### config.mk
export PLATFORM = sky130hd
export DESIGN_NAME = mem_rd_port
export DESIGN_NICKNAME = d
export VERILOG_FILES = /design/src/rtl/mem_pkg.sv /design/src/rtl/mem_rd_fifo.sv /design/src/rtl/mem_rd_port.sv
export SDC_FILE = /design/constraint.sdc
export NUM_CORES = 1
export LEC_CHECK = 0
export CAP_MARGIN = 30
export CORE_AREA = 2 2 413 415
export DETAILED_ROUTE_END_ITERATION = 16
export DIE_AREA = 0 0 415 417
export GPL_TIMING_DRIVEN = 0
export MAX_ROUTING_LAYER = met4
export SYNTH_ARGS = -nofsm -noshare
export SYNTH_HDL_FRONTEND = slang
export SYNTH_SLANG_ARGS = --single-unit
### constraint.sdc
create_clock -name clk -period 2.6 [get_ports clk]
set_clock_uncertainty 0.2 [all_clocks]
set_input_delay 0.39 -clock clk [delete_from_list [all_inputs] [get_ports clk]]
set_output_delay 0.39 -clock clk [all_outputs]
set_load 0.03 [all_outputs]
### src/rtl/mem_pkg.sv
// Shared types and defaults for the mem register file read port.
package mem_pkg;

    localparam int REG_SIZE = 32;
    localparam int MEM_SIZE = 32;

    function automatic int addr_width(input int n);
        return (n > 1) ? $clog2(n) : 1;
    endfunction

    localparam int ADDR_W = addr_width(MEM_SIZE);

    typedef logic [ADDR_W-1:0]   addr_t;
    typedef logic [REG_SIZE-1:0] data_t;

    typedef struct packed {
        data_t data;
        addr_t addr;
        logic  err;
    } rd_rsp_t;

endpackage

### src/rtl/mem_rd_fifo.sv
// Generic address queue with push/pop, full/empty flags and an occupancy count.
module mem_rd_fifo
    import mem_pkg::*;
#(
    parameter int W     = ADDR_W,
    parameter int DEPTH = 2,
    parameter int CW    = $clog2(DEPTH + 1)
) (
    input  logic          clk,
    input  logic          rst,
    input  logic          push,
    input  logic [W-1:0]  push_data,
    input  logic          pop,
    output logic [W-1:0]  head,
    output logic          full,
    output logic          empty,
    output logic [CW-1:0] count
);

    localparam int PW = (DEPTH > 1) ? $clog2(DEPTH) : 1;

    logic [W-1:0]  entries_q [DEPTH];
    logic [W-1:0]  entries_d [DEPTH];
    logic [PW-1:0] wr_ptr_q, wr_ptr_d;
    logic [PW-1:0] rd_ptr_q, rd_ptr_d;
    logic [CW-1:0] count_q, count_d;
    logic          do_push, do_pop;

    function automatic logic [PW-1:0] wrap_inc(input logic [PW-1:0] p);
        return (p == PW'(DEPTH - 1)) ? '0 : p + PW'(1);
    endfunction

    assign full  = (count_q == CW'(DEPTH));
    assign empty = (count_q == '0);
    assign head  = entries_q[rd_ptr_q];
    assign count = count_q;

    always_comb begin
        do_push   = push && !full;
        do_pop    = pop && !empty;
        entries_d = entries_q;
        wr_ptr_d  = wr_ptr_q;
        rd_ptr_d  = rd_ptr_q;
        count_d   = count_q;
        if (do_push) begin
            entries_d[wr_ptr_q] = push_data;
            wr_ptr_d            = wrap_inc(wr_ptr_q);
        end
        if (do_pop) begin
            rd_ptr_d = wrap_inc(rd_ptr_q);
        end
        unique case ({do_push, do_pop})
            2'b10:   count_d = count_q + CW'(1);
            2'b01:   count_d = count_q - CW'(1);
            default: count_d = count_q;
        endcase
    end

    always_ff @(posedge clk) begin
        if (rst) begin
            wr_ptr_q <= '0;
            rd_ptr_q <= '0;
            count_q  <= '0;
        end else begin
            wr_ptr_q <= wr_ptr_d;
            rd_ptr_q <= rd_ptr_d;
            count_q  <= count_d;
        end
    end

    // Storage needs no reset: only slots covered by count are ever read.
    always_ff @(posedge clk) begin
        entries_q <= entries_d;
    end

endmodule

### src/rtl/mem_rd_port.sv
// Queued read port for the mem register file with a registered response.
// MEM_RD_BYPASS_EN adds wr_en/wr_addr/wr_data write-then-read forwarding.
module mem_rd_port
    import mem_pkg::*;
#(
    parameter int reg_size   = REG_SIZE,
    parameter int mem_size   = MEM_SIZE,
    parameter int FIFO_DEPTH = 2,
    parameter int AW         = addr_width(mem_size),
    parameter int CW         = $clog2(FIFO_DEPTH + 1)
) (
    input  logic                               clk,
    input  logic                               rst,
    input  logic [mem_size-1:0][reg_size-1:0]  mem_dout,
    input  logic                               req_valid,
    output logic                               req_ready,
    input  logic [AW-1:0]                      req_addr,
    output logic                               rsp_valid,
    input  logic                               rsp_ready,
    output logic [reg_size-1:0]                rsp_data,
    output logic [AW-1:0]                      rsp_addr,
    output logic                               rsp_err,
`ifdef MEM_RD_BYPASS_EN
    input  logic                               wr_en,
    input  logic [AW-1:0]                      wr_addr,
    input  logic [reg_size-1:0]                wr_data,
`endif
    output logic [CW-1:0]                      q_count
);

    typedef struct packed {
        logic [reg_size-1:0] data;
        logic [AW-1:0]       addr;
        logic                err;
    } rsp_t;

    rsp_t                rsp_q, rsp_d;
    logic                rsp_valid_q, rsp_valid_d;
    logic [AW-1:0]       head;
    logic                full, empty;
    logic                load, drain, hold;
    logic                head_err;
    logic [reg_size-1:0] head_word;

    mem_rd_fifo #(
        .W     (AW),
        .DEPTH (FIFO_DEPTH),
        .CW    (CW)
    ) u_fifo (
        .clk       (clk),
        .rst       (rst),
        .push      (req_valid),
        .push_data (req_addr),
        .pop       (load),
        .head      (head),
        .full      (full),
        .empty     (empty),
        .count     (q_count)
    );

    assign req_ready = !full;
    assign load      = !empty && (!rsp_valid_q || rsp_ready);
    assign drain     = empty && rsp_valid_q && rsp_ready;
    assign hold      = rsp_valid_q && !rsp_ready;
    assign head_err  = (32'(head) >= 32'(mem_size));
    assign head_word = head_err ? '0 : mem_dout[head];

    always_comb begin
        rsp_d       = rsp_q;
        rsp_valid_d = rsp_valid_q;
        unique case (1'b1)
            load: begin
                rsp_valid_d = 1'b1;
                rsp_d.addr  = head;
                rsp_d.err   = head_err;
                rsp_d.data  = head_word;
`ifdef MEM_RD_BYPASS_EN
                if (wr_en && wr_addr == head && !head_err)
                    rsp_d.data = wr_data;
`endif
            end
            drain: rsp_valid_d = 1'b0;
            hold: begin
`ifdef MEM_RD_BYPASS_EN
                // Keep the held word coherent with a write landing in mem now.
                if (wr_en && wr_addr == rsp_q.addr && !rsp_q.err)
                    rsp_d.data = wr_data;
`endif
            end
            default: ;
        endcase
    end

    always_ff @(posedge clk) begin
        if (rst) begin
            rsp_q       <= '0;
            rsp_valid_q <= 1'b0;
        end else begin
            rsp_q       <= rsp_d;
            rsp_valid_q <= rsp_valid_d;
        end
    end

    assign rsp_valid = rsp_valid_q;
    assign rsp_data  = rsp_q.data;
    assign rsp_addr  = rsp_q.addr;
    assign rsp_err   = rsp_q.err;

endmodule
==> results.toml <==
[global_routing]
grt_pass1_vias = 30890
grt_overflow = 0
antenna_found_initial = 212
grt_usage_pct = 34.88
grt_pass1_wl_um = 374000
grt_max_degree = 20

[placed_design]
place.gp.congestion = 1.037
place_ws_ns = -1.828
hpwlAfterDp_um = 263000
port-buffer-count = 1073
place_area_mm2 = 0.03155

[power]
p_per_area_mw_per_mm2 = 951.6
p_seq_share_pct = 4.2
p_int_mw = 12.32
p_sw_mw = 22.41
clockPowerShare_pct = 2.6
power_leakage_nw = 11.55
switching_share_pct = 64.53
p_comb_share_pct = 93.2
ir_drop_v = 0.0004304

[final_layout]
drive_gt1_share_pct = 21.54
fin_area_mm2 = 0.03650
syn_to_final_growth_pct = 123.3
final_cell_mix = "clkdlybuf4s50_1, o21ai_0, o211ai_1"
fill_cells = 18910
layout_commonest_cell = "clkdlybuf4s50_1"
multi_input_area_mm2 = 0.01557
seqCellArea_mm2 = 0.001142
final_nets = 4900

[setup_path]
required_ns = 2.62
arrival_ns = 3.09
cp_max_fo = 10
end_kind = "flop"
crit_path_start_kind = "flop"
critPathKind = "reg -> reg"

[logic_synthesis]
synth_area_per_cell_um2 = 6.318
ys.flop_type = "dfxtp_1"
synth_edf_count = 10
synth_mux_area_share_pct = 1.784
syn_inst = 2587
yosysSeqAreaShare_pct = 6.982
synth.distinct_cells = 84
synth-xor-area-share_pct = 0.2143
syn_area_mm2 = 0.01634
ys_warn_count = 0
async_flop_share_pct = 0
synth_top_family_by_area = "compound AO/OA/AOI/OAI gates"
syn_nets = 3621
synthSimpleGateAreaFrac_pct = 18.22
yosys_register_bits = 52
synth_fa_ha_area_share_pct = 0.07655
synth_compound_area_share_pct = 62.87

[die]
die_w_um = 415
die_y_um = 417
start_util_pct = 9.698
ios = 1075
dieArea_mm2 = 0.1731
core_area_mm2 = 0.1685
fp-row-count = 151

[sta]
finalSetupViolCount = 32
max_freq_ghz = 0.3256
rsz0062_at_grt = "true"
slew_viol_final = 0
post-route-period-util_pct = 118.1
tightest_slew_ns = 0.8771
timing.final.ws_setup_ns = -0.4712
final_hold_viol_count = 0
slew_headroom_pct = 41.53
period_needed_ns = 3.071

[clocking]
cts_buffer_depth = 2
cts_tree = "yes"
cts_hold_buf = 0
numCtsBuffers = 5
cts-root-buf = "clkbuf_16"
path_clk_slew_ns = 0.12
htreeDepth = 2
insertion_delay_ns = 0.37
clock_sinks = 52

[drt]
vias = 32820
drt_iter0_drc = 4686
drc_errors = 0
detail_route.first_pass.iterations = 6
avgViaCountPerCell = 5.242
drt_wl_total_um = 308200
ant_nets = 0
wl_per_cell_um = 49.23

[worst_hold_path]
hp-class = "reg -> reg"

[run_status]
status = "finished with violations"
violations = "negative setup slack"

[job]
cap_violations = 0
==> logic make-up after synthesis <==
kind of cell,after synthesis
AOI/OAI and AO/OA,1572
and+or+nand+nor,583
buffers and inverters,349
DFF,52
muxes,25
xor gates and xnor gates,4
adders and majority gates,1
other,1
==> worst paths after layout <==
path / from / endpoint / slack, ns / depth (start not counted)
max: u_fifo.rd_ptr_q / rsp_data[14] / -0.47 / 10
min reg2reg: rsp_data[2] / rsp_data[2] / 0.30 / 2
max reg2reg: u_fifo.rd_ptr_q / rsp_data[14] / -0.47 / 10
min: rsp_data[2] / rsp_data[2] / 0.30 / 2
==> routing by layer <==
layer	global-route usage (%)	vias to the layer above	share of wire (%)
met5	-	-	0
met4	21.58	0	7.3
li1	-	13120	-
met3	9.701	686	9.4
met2	57.35	2642	48
met1	37.18	16370	36
==> flip-flops by register name (all words and copies together) (netlist names) <==
signal            count
u_fifo.rd_ptr_q       1
rsp_data             32
u_fifo.wr_ptr_q       1
rsp_addr              5
u_fifo.entries_q     10
rsp_valid             1
u_fifo.count          2
==> Yosys cell counts, types with 13 or more instances <==
master	n	area, um2
a211oi_1	45	337.8
a21oi_1	171	855.8
nand2b_1	61	381.6
o21bai_1	30	225.2
clkbuf_1	156	585.6
o21ai_0	471	2357
and2_1	15	93.84
a221oi_1	56	490.5
buf_1	24	90.09
o41ai_1	18	157.7
mux2i_1	17	170.2
nor3_1	100	500.5
o31ai_1	123	923.4
nor2_1	204	765.7
o211ai_1	282	2117
o21a_1	65	488.0
a221o_1	17	170.2
buf_6	13	146.4
nor4_1	39	244.0
buf_2	130	650.6
dfxtp_1	42	840.8
o22ai_1	139	869.6
nor2b_1	71	444.2
nand2_1	45	168.9
a31oi_1	56	350.3
==> through the flow <==
step                power [mW]  util (%)  hold WS (ns)  cells  setup TNS [ns]
detailed placement       28.15     18.72        0.2533   6002          -50.80
global route             34.75     21.63        0.3223   6241          -11.03
finish                   34.73     21.66        0.2987   6261          -11.29
CTS                      32.25     20.52        0.2815   6052          -10.07
floorplan                11.48         -        0.2889   2587               0
global placement         26.58     17.72        0.2433   5878          -79.61
==> area by class of cell <==
type / instances / area share [%]
clock inverters: 3 / 0.07885
clock buffers: 5 / 0.3428
repair buffers: 1274 / 35.75
plain buffers: 334 / 9.050
multi-input cells: 2186 / 42.67
flip-flops and latches: 52 / 3.130
well taps: 2218 / 7.604
diodes: 176 / 1.207
inverters: 13 / 0.1680
==> power by group through the flow <==
stage	Sequential, mW	Clock (mW)	Combinational (mW)
finish	1.47	0.903	32.4
global route	1.49	0.913	32.4
CTS	1.44	0.906	29.9
detailed placement	1.46	0	26.7
global placement	1.45	0	25.1
floorplan	1.89	0	9.59
==> worst max-delay path, stage by stage (launching register included) <==
cell	delay, ns
dfxtp_2	0.36
buf_2	0.16
mux2_2	0.31
buf_4	0.24
o221ai_4	0.22
clkbuf_2	0.28
buf_8	0.21
a21oi_2	0.29
a21oi_1	0.20
a221oi_1	0.30
o22ai_1	0.13
==> timing repair <==
| action | 4_1_cts | 5_1_grt |
|---|---|---|
| gates cloned | 1 | 2 |
| pin swaps | 63 | 97 |
| resized for setup | 766 | 367 |
| setup buffers | 43 | 33 |
| setup endpoints to repair | 35 | 34 |
Note: power is estimated with default switching activity, not from simulation.
